===== src/rtl/revelar_celdas.sv =====
// revelar_celdas: cell-reveal responder for the 8x8 minesweeper board.
// Accepts reveal / flag-toggle requests at the cursor cell, owns the game-state
// matrix mJ read by the renderer, flood-fills zero cells one neighbour per cycle
// and raises sticky lose / win status.
//
// Ports:
//   clk, rst               clock, asynchronous active-high reset
//   req_valid / req_ready  request handshake (ready only in IDLE)
//   req_flag               1 = toggle flag, 0 = reveal
//   req_pos_x / req_pos_y  cell column / row
//   numero_bombas          bomb count, stable between resets
//   mBombas, mNum          bomb map and neighbour counts, indexed [y][x]
//   mJ                     cell state: 0 hidden, 1 revealed, 2 flagged, 3 exploded
//   revelados              number of revealed cells
//   perdio, gano           sticky lost / won
//   busy                   flood-fill in progress
module revelar_celdas #(
  parameter int unsigned QDEPTH = 64
) (
  input  logic                   clk,
  input  logic                   rst,
  input  logic                   req_valid,
  output logic                   req_ready,
  input  logic                   req_flag,
  input  logic [2:0]             req_pos_x,
  input  logic [2:0]             req_pos_y,
  input  logic [5:0]             numero_bombas,
  input  logic [7:0][7:0][3:0]   mBombas,
  input  logic [7:0][7:0][3:0]   mNum,
  output logic [7:0][7:0][3:0]   mJ,
  output logic [6:0]             revelados,
  output logic                   perdio,
  output logic                   gano,
  output logic                   busy
);

  localparam int unsigned QAW = $clog2(QDEPTH);
  localparam int unsigned CW  = 7;

  localparam logic [3:0] CELL_HIDDEN   = 4'h0;
  localparam logic [3:0] CELL_REVEALED = 4'h1;
  localparam logic [3:0] CELL_FLAGGED  = 4'h2;
  localparam logic [3:0] CELL_EXPLODED = 4'h3;

  typedef enum logic [2:0] {
    S_IDLE,
    S_FLOOD_POP,
    S_FLOOD_NB,
    S_LOST,
    S_WON
  } state_t;

  state_t state, next_state;

  // registered request, consumed by IDLE on the following edge
  logic       pend_valid;
  logic       pend_flag;
  logic [2:0] pend_x;
  logic [2:0] pend_y;

  // flood queue of {y,x} cell indices
  logic [5:0]   q_mem [QDEPTH];
  logic [QAW-1:0] q_head, q_tail;
  logic [QAW:0]   q_count;

  logic [5:0] cur;
  logic [2:0] k;

  // combinational control
  logic       xfer;
  logic       win;
  logic       cell_we;
  logic [2:0] cell_y, cell_x;
  logic [3:0] cell_val;
  logic       rev_inc;
  logic       push, pop;
  logic [5:0] push_idx;
  logic [3:0] pend_cell;

  // neighbour addressing
  logic [3:0] dy, dx;
  logic [3:0] ny4, nx4;
  logic       nb_in_range;
  logic [2:0] nb_y, nb_x;

  assign req_ready = (state == S_IDLE);
  assign xfer      = req_valid && req_ready;
  assign win       = (revelados == (CW'(64) - {1'b0, numero_bombas}));
  assign pend_cell = mJ[pend_y][pend_x];

  // neighbour offset for k = NW, N, NE, W, E, SW, S, SE (two's complement)
  always_comb begin
    dy = 4'h0;
    dx = 4'h0;
    case (k)
      3'd0: begin dy = 4'hF; dx = 4'hF; end
      3'd1: begin dy = 4'hF; dx = 4'h0; end
      3'd2: begin dy = 4'hF; dx = 4'h1; end
      3'd3: begin dy = 4'h0; dx = 4'hF; end
      3'd4: begin dy = 4'h0; dx = 4'h1; end
      3'd5: begin dy = 4'h1; dx = 4'hF; end
      3'd6: begin dy = 4'h1; dx = 4'h0; end
      default: begin dy = 4'h1; dx = 4'h1; end
    endcase
  end

  // bit 3 set means the neighbour fell off the board (-1 or 8); no wrap
  assign ny4         = {1'b0, cur[5:3]} + dy;
  assign nx4         = {1'b0, cur[2:0]} + dx;
  assign nb_in_range = !ny4[3] && !nx4[3];
  assign nb_y        = ny4[2:0];
  assign nb_x        = nx4[2:0];

  // state register
  always_ff @(posedge clk or posedge rst) begin
    if (rst) state <= S_IDLE;
    else     state <= next_state;
  end

  // next-state and datapath control
  always_comb begin
    next_state = state;
    cell_we    = 1'b0;
    cell_y     = 3'd0;
    cell_x     = 3'd0;
    cell_val   = CELL_HIDDEN;
    rev_inc    = 1'b0;
    push       = 1'b0;
    push_idx   = 6'd0;
    pop        = 1'b0;
    case (state)
      S_IDLE: begin
        if (win) begin
          next_state = S_WON;
        end else if (pend_valid) begin
          cell_y = pend_y;
          cell_x = pend_x;
          if (pend_flag) begin
            if (pend_cell == CELL_HIDDEN) begin
              cell_we  = 1'b1;
              cell_val = CELL_FLAGGED;
            end else if (pend_cell == CELL_FLAGGED) begin
              cell_we  = 1'b1;
              cell_val = CELL_HIDDEN;
            end
          end else if (pend_cell == CELL_HIDDEN) begin
            cell_we = 1'b1;
            if (mBombas[pend_y][pend_x] != 4'h0) begin
              cell_val   = CELL_EXPLODED;
              next_state = S_LOST;
            end else begin
              cell_val = CELL_REVEALED;
              rev_inc  = 1'b1;
              if (mNum[pend_y][pend_x] == 4'h0) begin
                push       = 1'b1;
                push_idx   = {pend_y, pend_x};
                next_state = S_FLOOD_POP;
              end
            end
          end
        end
      end
      S_FLOOD_POP: begin
        if (q_count == '0) begin
          next_state = win ? S_WON : S_IDLE;
        end else begin
          pop        = 1'b1;
          next_state = S_FLOOD_NB;
        end
      end
      S_FLOOD_NB: begin
        cell_y = nb_y;
        cell_x = nb_x;
        // cell is marked revealed in the same cycle it is queued, so no duplicates
        if (nb_in_range && (mJ[nb_y][nb_x] == CELL_HIDDEN) &&
            (mBombas[nb_y][nb_x] == 4'h0)) begin
          cell_we  = 1'b1;
          cell_val = CELL_REVEALED;
          rev_inc  = 1'b1;
          if (mNum[nb_y][nb_x] == 4'h0) begin
            push     = 1'b1;
            push_idx = {nb_y, nb_x};
          end
        end
        if (k == 3'd7) next_state = S_FLOOD_POP;
      end
      default: ;
    endcase
  end

  // game state, status flags, request register and queue pointers
  always_ff @(posedge clk or posedge rst) begin
    if (rst) begin
      mJ         <= '0;
      revelados  <= '0;
      perdio     <= 1'b0;
      gano       <= 1'b0;
      busy       <= 1'b0;
      pend_valid <= 1'b0;
      pend_flag  <= 1'b0;
      pend_x     <= 3'd0;
      pend_y     <= 3'd0;
      q_head     <= '0;
      q_tail     <= '0;
      q_count    <= '0;
      cur        <= 6'd0;
      k          <= 3'd0;
    end else begin
      if (cell_we) mJ[cell_y][cell_x] <= cell_val;
      if (rev_inc) revelados <= revelados + CW'(1);
      perdio <= (next_state == S_LOST);
      gano   <= (next_state == S_WON);
      busy   <= (next_state == S_FLOOD_POP) || (next_state == S_FLOOD_NB);

      // a request waiting during a flood is kept; terminal states drop it
      if (state == S_IDLE)                          pend_valid <= xfer;
      else if ((state == S_LOST) || (state == S_WON)) pend_valid <= 1'b0;
      if (xfer) begin
        pend_flag <= req_flag;
        pend_x    <= req_pos_x;
        pend_y    <= req_pos_y;
      end

      if (push) q_tail <= q_tail + QAW'(1);
      if (pop)  q_head <= q_head + QAW'(1);
      if (push)     q_count <= q_count + (QAW+1)'(1);
      else if (pop) q_count <= q_count - (QAW+1)'(1);

      if (pop) begin
        cur <= q_mem[q_head];
        k   <= 3'd0;
      end else if (state == S_FLOOD_NB) begin
        k <= k + 3'd1;
      end
    end
  end

  // queue storage
  always_ff @(posedge clk) begin
    if (push) q_mem[q_tail] <= push_idx;
  end

endmodule


===== config.mk =====
export PLATFORM = sky130hd
export DESIGN_NAME = revelar_celdas
export DESIGN_NICKNAME = d
export VERILOG_FILES = /design/src/rtl/revelar_celdas.sv
export SDC_FILE = /design/constraint.sdc
export NUM_CORES = 1
export LEC_CHECK = 0
export CELL_PAD_IN_SITES_DETAIL_PLACEMENT = 0
export CELL_PAD_IN_SITES_GLOBAL_PLACEMENT = 2
export CORE_AREA = 3 3 304 306
export DETAILED_ROUTE_END_ITERATION = 16
export DIE_AREA = 0 0 307 309
export GPL_ROUTABILITY_DRIVEN = 0
export PLACE_DENSITY = 0.77
export SLEW_MARGIN = 20
export SYNTH_ARGS = -nofsm -noshare
export SYNTH_HDL_FRONTEND = slang
export SYNTH_SLANG_ARGS = --single-unit

===== constraint.sdc =====
create_clock -name clk -period 10.55 [get_ports clk]
set_input_delay 2.11 -clock clk [delete_from_list [all_inputs] [get_ports clk]]
set_output_delay 2.11 -clock clk [all_outputs]
set_load 0.05 [all_outputs]

Yosys cells after proc, flatten, opt, wreduce, memory -nomap -nowiden --
Memory sizes are Yosys's and may differ from the RTL's. A register that Yosys moved wholly into a read port is not among the register bits. Cells that the tools add are included.
Cells by class: reduce and logical (&&, ||, !) cells 26, mux-type cells 97, divide/modulo/power cells 0, $add $sub $neg 9, magnitude comparators 8, bitwise gates (word level) 0, shifts and indexed selects 0, multipliers 0, equality and inequality tests 17
Operators by type and width (number):
- $bmux 32 s3 | 6
- $bwmux 256 | 1
- $mux 32 | 7
- $demux 32 s3 | 1
- $bmux 4 s3 | 6
- $mux 6 | 8
- $mux 3 | 15
- $mux 4 | 10
- $mux 1 | 27
- $lt 3x4->1 const B | 6
- $pmux 4 s2 | 3
- $logic_not 4->1 | 5
- $eq 3x2->1 const B | 6
- $eq 3x3->1 const B | 6
- $add 7x1->7 const B | 2
- $mux 7 | 2
- $add 6x1->6 const B | 2
- $demux 4 s3 | 1
- $pmux 3 s2 | 2
- $pmux 6 s2 | 1
- $eq 3x1->1 const B | 3
- $pmux 3 s3 | 1
- $add 3x4->4 | 2
- $eq 7x7->1 | 1
- 16 further kinds | 33
Word-level totals: logic and storage cells 235, RAM bits 384, bits in registers 299, memories kept 1, input port bits 528, memory bits (read-only) 0, bits in latches 0
Memory list:
- q_mem | words 64, width 6, rd ports 1, clocked after Yosys merged registers in 1, write ports 1, RTL line 62 | logic [5:0] q_mem [QDEPTH];

Logic depth before layout (Yosys ltp) --
Gate-level depths: netlist of run 1.
depth in word-level cells 15, depth in mapped cells 27, depth with buffers taken out 22

Worst setup path after synthesis of run 1 --
OpenSTA, ideal clock, no wires.
path kind input to register, start point in mNum[80] in the netlist's numbering, end point reg q_count[6], slack 4.803 ns, required time 10.469 ns, cell stages on the path 17, arrival time 5.666 ns, cell sequence or4_1 -> mux4_2 -> mux2i_1 -> o221ai_1 -> a41o_1 -> o21a_1 -> o32ai_4 -> buf_6 -> inv_1 -> fa_1 -> a21oi_1 -> nor2_1 -> nor2_1 -> o21bai_1 -> a21oi_1 -> mux2i_1 -> xnor2_1
On the way: longest elaborated chain between the ends 13
RTL lines:
- start, declared | RTL line 29 | input logic [7:0][7:0][3:0] mNum,
- $bmux 32 s3 | RTL line 154 | if (mNum[pend_y][pend_x] == 4'h0) begin
- $mux 32 (implied by the code) | RTL line 154
- $bmux 4 s3 | RTL line 154
- $mux 4 (implied by the code) | RTL line 154
- $logic_not 4->1 | RTL line 154
- $mux 1 | RTL line 154
- $mux 1 | RTL line 148 | if (mBombas[pend_y][pend_x] != 4'h0) begin
- $mux 1 | RTL line 146 | end else if (pend_cell == CELL_HIDDEN) begin
- $mux 1 | RTL line 138 | if (pend_flag) begin
- $mux 1 | RTL line 135 | end else if (pend_valid) begin
- $mux 1 | RTL line 133 | if (win) begin
- $pmux 1 s2 (*) | RTL line 131 | case (state)
- $mux 7 / $reduce_bool 2->1 (equally long branches)
- end signal, assigned | RTL line 226 | if (push) q_count <= q_count + (QAW+1)'(1);
- end signal, assigned | RTL line 227 | else if (pop) q_count <= q_count - (QAW+1)'(1);
- end, declared | RTL line 64 | logic [QAW:0] q_count;
Mark *: on every way between the ends. The rest lies on a longest branch, timed or not. The select of a mux whose other input is x is not followed. A chain may end at the register's enable or synchronous reset.

Worst setup path after layout of run 1 --
start point reg k[0], end point reg q_count[6]
On the way: longest elaborated chain between the ends 14
RTL lines:
- start, declared | RTL line 67 | logic [2:0] k;
- start signal, assigned | RTL line 233 | k <= k + 3'd1;
- $eq 3x1->1, or another cell as far along | RTL line 95 | case (k)
- $reduce_or 3->1 (no line) / $reduce_or 2->1 (equally long branches)
- $pmux 4 s2 | RTL line 95
- $add 3x4->4 | RTL line 108 | assign ny4 = {1'b0, cur[5:3]} + dy;
- $bmux 32 s3 | RTL line 175 | if (nb_in_range && (mJ[nb_y][nb_x] == CELL_HIDDEN) &&
- $mux 32 (implied by the code) | RTL line 175
- $bmux 4 s3 | RTL line 175
- $mux 4 (implied by the code) | RTL line 175
- $logic_not 4->1 | RTL line 175
- $logic_and 1x1->1 (2 in series) | RTL line 175
- $mux 1 (*) | RTL line 175
- $pmux 1 s2 (*) | RTL line 131
- $mux 7 / $reduce_bool 2->1 (equally long branches)
Marked as above.

==> out/metrics.yaml, run 1 <==
floorplan:
  starting_density_pct: 32.9
  die_width_um: 307
  area_enclosed_by_the_die_boundary_um2: 94900
  die_y_um: 309
  io-pin-count: 795
  floorplan.core_area_um2: 89900
  rows: 110
synth:
  post_synthesis_adder_cell_area_fraction_pct: 1.09
  synth_compound_gate_area_share_pct: 7.92
  synth_simple_gate_area_share_pct: 11.7
  netlist_instances: 2213
  yosys.area_share.xor_xnor_pct: 1.09
  ys_ff_latch: 561
  main_combinational_cell_family_by_area_after_synthesis: "multiplexers"
  yosys.cell_types.count: 91
  postSynthAreaPerCell_um2: 13.4
  number_of_enable_flip_flop_cells_after_synthesis: 384
  yosys-mux-area-fraction_pct: 18.6
  post_synth_main_area_contributors: "sky130_fd_sc_hd__edfxtp_1 (39%), sky130_fd_sc_hd__dfrtp_1 (15%), sky130_fd_sc_hd__mux4_2 (14%)"
  synth_top_flop_cell: "sky130_fd_sc_hd__edfxtp_1"
  cell_area_after_synthesis_um2: 29600
  sequential_fraction_of_the_synthesis_area_pct: 53.9
  yosys.area.top_type_share_pct: 38.9
  synthArstFlopShare_pct: 31.6
  yosys_warnings: 0
  post-synth-top-area-cell: "sky130_fd_sc_hd__edfxtp_1"
place:
  post-dp-hpwl_um: 103000
  numPortBuffers: 666
clock_network:
  clk_latency_ps: 640
  clock_sink_count: 561
  cts_max_path_buffers: 3
  clock-root-buffer: "sky130_fd_sc_hd__clkbuf_16"
  clk_pin_slew_worst_paths_ps: 70
  cts.repair_timing.setup_buffer_count: 0
  cts-htree-levels: 2
  ctsResizeCount: 0
  tritoncts: "yes"
  cts.hold.buffers_added: 0
  tritoncts_buffer_count: 57
critical_path:
  critPathTopFamily: "adder cells"
  crit_path_cell_trace: "inv_1 > ha_1 > nor3_1 > o21ai_0 > ha_2 > fa_4 > buf_4 > mux2i_1 > mux4_2 > a211oi_1 > and4_1 > o2111ai_2 > o32ai_4 > inv_1 > fa_1 > a21oi_1 > nor2_1 > nor2_1 > o21bai_1 > a21oi_1 > mux2i_1 > xnor2_1"
  sum_of_buffers_and_inverters_on_the_critical_path: 3
  crit_path_max_fanout: 52
  cp_data_required_time_ps: 11100
  stage_delay_of_the_slowest_cell_on_the_critical_path_ps: 1140
  worstSetupEndpointType: "register"
  critPathSlowestCell: "sky130_fd_sc_hd__fa_4"
  worst_setup_sp_type: "register"
  cp_data_arrival_time_ps: 7920
  critical_path_class: "register to register"
grt:
  grt_first_pass_wirelength_um: 185000
  global_route.overflow_total: 0
  antenna_found_initial: 11
  grt.total_usage_pct: 27.5
  grt_max_degree: 83
  number_of_global_route_vias_before_repair: 23595
power:
  vdd.ir_drop.worst_mv: 0.120
  power-per-cell-area_nw_per_um2: 125
  static-leakage-power_uw: 0.0132
sta:
  slew-limit-headroom_pct: 17.3
  hold_slack_ps: 475
  clock.fmax_mhz: 136
  maxSlewViolCount: 0
  grt_setup_unrepaired: "no"
  tightest_slew_ps: 1240
  worst_clock_skew_ps: 32.7
  finalSetupTns_ps: 0
  final_hold_viol_count: 0
  final_setup_violation_count: 0
  final.period_utilization_pct: 69.8
  fin_crit_ps: 7370
finish:
  most-common-layout-cells: "sky130_fd_sc_hd__clkdlybuf4s50_1 (666), sky130_fd_sc_hd__edfxtp_1 (384), sky130_fd_sc_hd__nor2_1 (210)"
  final_util_pct: 43.8
  post_route_cells_drive_above_1_share_pct: 15.9
  area_growth_pct: 33.0
  layout_commonest_cell: "sky130_fd_sc_hd__clkdlybuf4s50_1"
  design.final.nets: 3411
drt:
  detail_route.wirelength_um: 134000
  routed-via-count: 23464
  post_drt_via_cell_ratio: 5.74
  detailed_route_drc_error_count: 0
  drt-pass1-iter-count: 6
  number_of_violations_reported_at_the_end_of_detailed_routing_iteration_0: 2955
  route.antenna.remaining_nets: 0
  post_drt_wl_per_cell_um: 32.9
hold_path:
  hold_path_class: "register to register"
run:
  maxCapViolations: 0
status:
  run_status: "completed"
-- cells in the mapped netlist (23+ instances only) --
library cell               count
sky130_fd_sc_hd__a21o_1       69
sky130_fd_sc_hd__mux2_1       23
sky130_fd_sc_hd__nand2_1      87
sky130_fd_sc_hd__o21ai_0      33
sky130_fd_sc_hd__nand3_1      47
sky130_fd_sc_hd__a211oi_1     25
sky130_fd_sc_hd__buf_1        24
sky130_fd_sc_hd__a21oi_1      50
sky130_fd_sc_hd__buf_4       140
sky130_fd_sc_hd__xnor2_1      27
sky130_fd_sc_hd__nor3_1       96
sky130_fd_sc_hd__nor2_1      210
sky130_fd_sc_hd__mux4_2      189
sky130_fd_sc_hd__buf_2        36
sky130_fd_sc_hd__edfxtp_1    384
sky130_fd_sc_hd__mux2i_1      38
sky130_fd_sc_hd__nor4_1      110
sky130_fd_sc_hd__mux2_2       54
sky130_fd_sc_hd__clkbuf_1     61
sky130_fd_sc_hd__dfrtp_1     177
-- power breakdown --
part,switching (uW),internal [uW]
registers,0,2330
logic,214,198
clock network,906,1270
total,1120,3800
-- per-layer routing --
metal  wire, um  up-vias  track usage (%)  share of wire, %
li1           -     9784                -                 -
met1      51400    11985             35.2                38
met2      63400     1510             44.8                47
met3      16300      183             9.74                12
met4       3250        2             6.55               2.4
met5         13        -                0            0.0097
-- stage by stage --
stage / cell area, um2 / instances / setup WS, ps / power [uW]
floorplan: 30100 / 2340 / 3640 / 2560
global placement: 37200 / 3974 / 2840 / 2780
detailed placement: 37200 / 3975 / 2800 / 2780
CTS: 39300 / 4082 / 3210 / 4940
global route: 39400 / 4084 / 2780 / 5050
finish: 39400 / 4086 / 3180 / 4920
-- path summary, 6_finish.rpt --
kind                       startpoint      endpoint  slack [ps]  depth (start not counted)
min                        q_count[6]    q_count[6]         480                          1
max reg2reg                      k[0]    q_count[6]        3180                         22
min reg2reg                q_count[6]    q_count[6]         480                          1
max                              k[0]    q_count[6]        3180                         22
min in group asynchronous         rst  revelados[1]        1880                          2
max in group asynchronous         rst     pend_y[1]        6730                          4
-- cells by family (layout without fill, tap and decap cells) --
group | count (synthesis) | after routing
XOR/XNOR | 35 | 35
AND/OR/NAND/NOR | 683 | 683
flip-flops | 561 | 561
AO/OA/AOI/OAI | 319 | 319
multiplexers | 304 | 304
adder cells (fa/ha/maj) | 24 | 24
buffers and inverters | 286 | 853
other | 1 | 131
-- flip-flops by register name, indices dropped and copies added (netlist names), 3 cells and up --
register,count
q_count,7
pend_x,3
pend_y,3
mJ,128
revelados,7
cur,6
q_tail,6
q_head,6
k,3
q_mem,384
state,3
-- cell type report --
cell class              count  area, um2
fillers                  8182      50500
well taps                1176       1470
repair buffers            726       7140
clock buffers              70       1580
inverters                  20       80.1
multi-input cells        1493      12600
diodes                      3       7.51
clock inverters            37        463
flip-flops and latches    561      16000
Note: power is estimated with default switching activity, not from simulation.
==> inputs of run 2 (changes only) <==
- CORE_AREA: 3 3 304 306 -> default
- CORE_MARGIN: default -> 3
- CORE_UTILIZATION: default -> 33
- DIE_AREA: 0 0 307 309 -> default
- PLACE_DENSITY: 0.77 -> 0.78
- clock period: 10.55 -> 7.5 ns (I/O delays scaled with it)
==> out/metrics.yaml, run 2 (same netlist as run 1, synthesis figures left out) <==
critical_path:
  crit_path_max_fanout: 10
  cp_data_arrival_time_ps: 7250
  worst-r2r-cell-count: 21
  worst_setup_sp_type: "register"
  worstSetupEndpointType: "register"
  cp_data_required_time_ps: 8010
  critical_path_class: "register to register"
clock_network:
  cts-htree-levels: 2
  cts.repair_timing.setup_buffer_count: 0
  clock-root-buffer: "sky130_fd_sc_hd__clkbuf_16"
  tritoncts: "yes"
  tritoncts_buffer_count: 59
  clk_latency_ps: 640
  ctsResizeCount: 0
  clock_sink_count: 561
  cts.hold.buffers_added: 0
  clk_pin_slew_worst_paths_ps: 60
  cts_max_path_buffers: 3
finish:
  largest_reg_flops: 384
  design.final.nets: 3443
  largest-register: "q_mem"
  reg_top3: "q_mem x384, mJ x128"
  final-seq-area_um2: 16000
  most-common-layout-cells: "sky130_fd_sc_hd__clkdlybuf4s50_1 (666), sky130_fd_sc_hd__edfxtp_1 (384), sky130_fd_sc_hd__nor2_1 (210)"
  filler_cell_count: 7962
  layout_commonest_cell: "sky130_fd_sc_hd__clkdlybuf4s50_1"
  area_growth_pct: 34.0
  multi_input_area_um2: 12600
  post_route_cells_drive_above_1_share_pct: 16.5
grt:
  antenna_found_initial: 20
  global_route.overflow_total: 0
  number_of_global_route_vias_before_repair: 23560
  grt_first_pass_wirelength_um: 185000
  grt_max_degree: 137
  grt.total_usage_pct: 27.8
sta:
  clock.fmax_mhz: 148
  worst_clock_skew_ps: 31.2
  maxSlewViolCount: 0
  final_hold_viol_count: 0
  final_setup_violation_count: 0
  finalSetupTns_ps: 0
  fin_crit_ps: 6740
  slew-limit-headroom_pct: 12.7
  hold_slack_ps: 488
  grt_setup_unrepaired: "no"
  final.period_utilization_pct: 89.9
  tightest_slew_ps: 1300
floorplan:
  area_enclosed_by_the_die_boundary_um2: 93300
  starting_density_pct: 33.4
  rows: 109
  io-pin-count: 795
  die_width_um: 306
  floorplan.core_area_um2: 88600
  die_y_um: 306
power:
  vdd.ir_drop.worst_mv: 0.176
  power-per-cell-area_nw_per_um2: 180
  static-leakage-power_uw: 0.0135
  swShare_pct: 22.4
  p_int_uw: 5530
  switchingPower_uw: 1600
  sequentialPowerShare_pct: 45.9
  clock_power_share_pct: 45.8
  comb_power_share_pct: 8.2
drt:
  drt-pass1-iter-count: 5
  route.antenna.remaining_nets: 0
  routed-via-count: 23848
  number_of_violations_reported_at_the_end_of_detailed_routing_iteration_0: 2758
  detailed_route_drc_error_count: 0
  post_drt_wl_per_cell_um: 32.5
  post_drt_via_cell_ratio: 5.80
  detail_route.wirelength_um: 134000
place:
  numPortBuffers: 666
  post-dp-hpwl_um: 105000
hold_path:
  hold_path_class: "register to register"
  hold_crit_depth: 1
status:
  run_status: "completed"
run:
  maxCapViolations: 0
-- run 2: cell types whose count changed in the layout (fill, tap and decap cells not counted), moves of 3 or more --
| cell | delta |
|---|---|
| sky130_fd_sc_hd__clkbuf_8 | +10 |
| sky130_fd_sc_hd__clkinv_2 | -7 |
| sky130_fd_sc_hd__bufinv_16 | +3 |
| sky130_fd_sc_hd__nor4_1 | +6 |
| sky130_fd_sc_hd__nor4_2 | -5 |
| sky130_fd_sc_hd__buf_4 | +29 |
| sky130_fd_sc_hd__a22o_1 | +5 |
| sky130_fd_sc_hd__a22o_2 | -3 |
-- run 2: metrics by stage --
stage	power [uW]	setup slack, ps	util (%)	cells	area (um2)
finish	7130	756	44.8	4109	39700
global route	7330	415	44.8	4107	39700
CTS	7170	795	44.7	4106	39600
detailed placement	3930	824	42.2	3994	37400
global placement	3920	947	42.2	3994	37400
floorplan	3600	1200	-	2340	30100
-- run 2: final cells by class --
| type | count | area share, % |
|---|---|---|
| inverter | 20 | 0.202 |
| sequential | 561 | 40.3 |
| clock buffer | 80 | 4.27 |
| tap | 1165 | 3.67 |
| antenna | 2 | 0.0126 |
| multi-input combinational | 1493 | 31.6 |
| timing repair buffer | 756 | 18.6 |
| clock inverter | 32 | 1.30 |
-- run 2: per-layer routing --
| layer | global-route usage (%) | wire length, um | up-vias |
|---|---|---|---|
| met5 | 0 | 11 | - |
| met4 | 7.24 | 3590 | 2 |
| met3 | 8.95 | 16100 | 191 |
| met2 | 45.0 | 62900 | 1583 |
| met1 | 36.3 | 51100 | 12196 |
| li1 | - | - | 9876 |
-- run 2: worst paths after layout --
check | endpoint | start | slack [ps]
max reg2reg | q_count[5] | k[0] | 760
max in group asynchronous | pend_y[1] | rst | 4940
min in group asynchronous | revelados[1] | rst | 1270
min | pend_valid | pend_valid | 490
min reg2reg | pend_valid | pend_valid | 490
max | q_count[5] | k[0] | 760
-- run 2: power groups by stage --
stage / combinational (uW) / clock [uW] / sequential (uW)
floorplan: 255 / 0 / 3340
finish: 589 / 3270 / 3280
global placement: 583 / 0 / 3340
detailed placement: 585 / 0 / 3340
global route: 617 / 3430 / 3280
CTS: 587 / 3310 / 3280
-- run 2: critical path, stage by stage (launching register included) --
cell and delay, ps:
sky130_fd_sc_hd__dfrtp_1 420, sky130_fd_sc_hd__inv_1 90, sky130_fd_sc_hd__ha_1 230, sky130_fd_sc_hd__nor3_1 380
sky130_fd_sc_hd__o21ai_0 160, sky130_fd_sc_hd__ha_2 220, sky130_fd_sc_hd__fa_4 550, sky130_fd_sc_hd__xor2_4 600
sky130_fd_sc_hd__mux4_2 620, sky130_fd_sc_hd__and3_1 220, sky130_fd_sc_hd__a311oi_1 560, sky130_fd_sc_hd__a211oi_2 150
sky130_fd_sc_hd__o2111ai_2 460, sky130_fd_sc_hd__o32ai_4 310, sky130_fd_sc_hd__inv_1 270, sky130_fd_sc_hd__ha_1 270
sky130_fd_sc_hd__a21o_1 180, sky130_fd_sc_hd__a21oi_1 250, sky130_fd_sc_hd__o21bai_1 110, sky130_fd_sc_hd__a21oi_1 190
sky130_fd_sc_hd__xnor2_1 90, sky130_fd_sc_hd__mux2_1 290
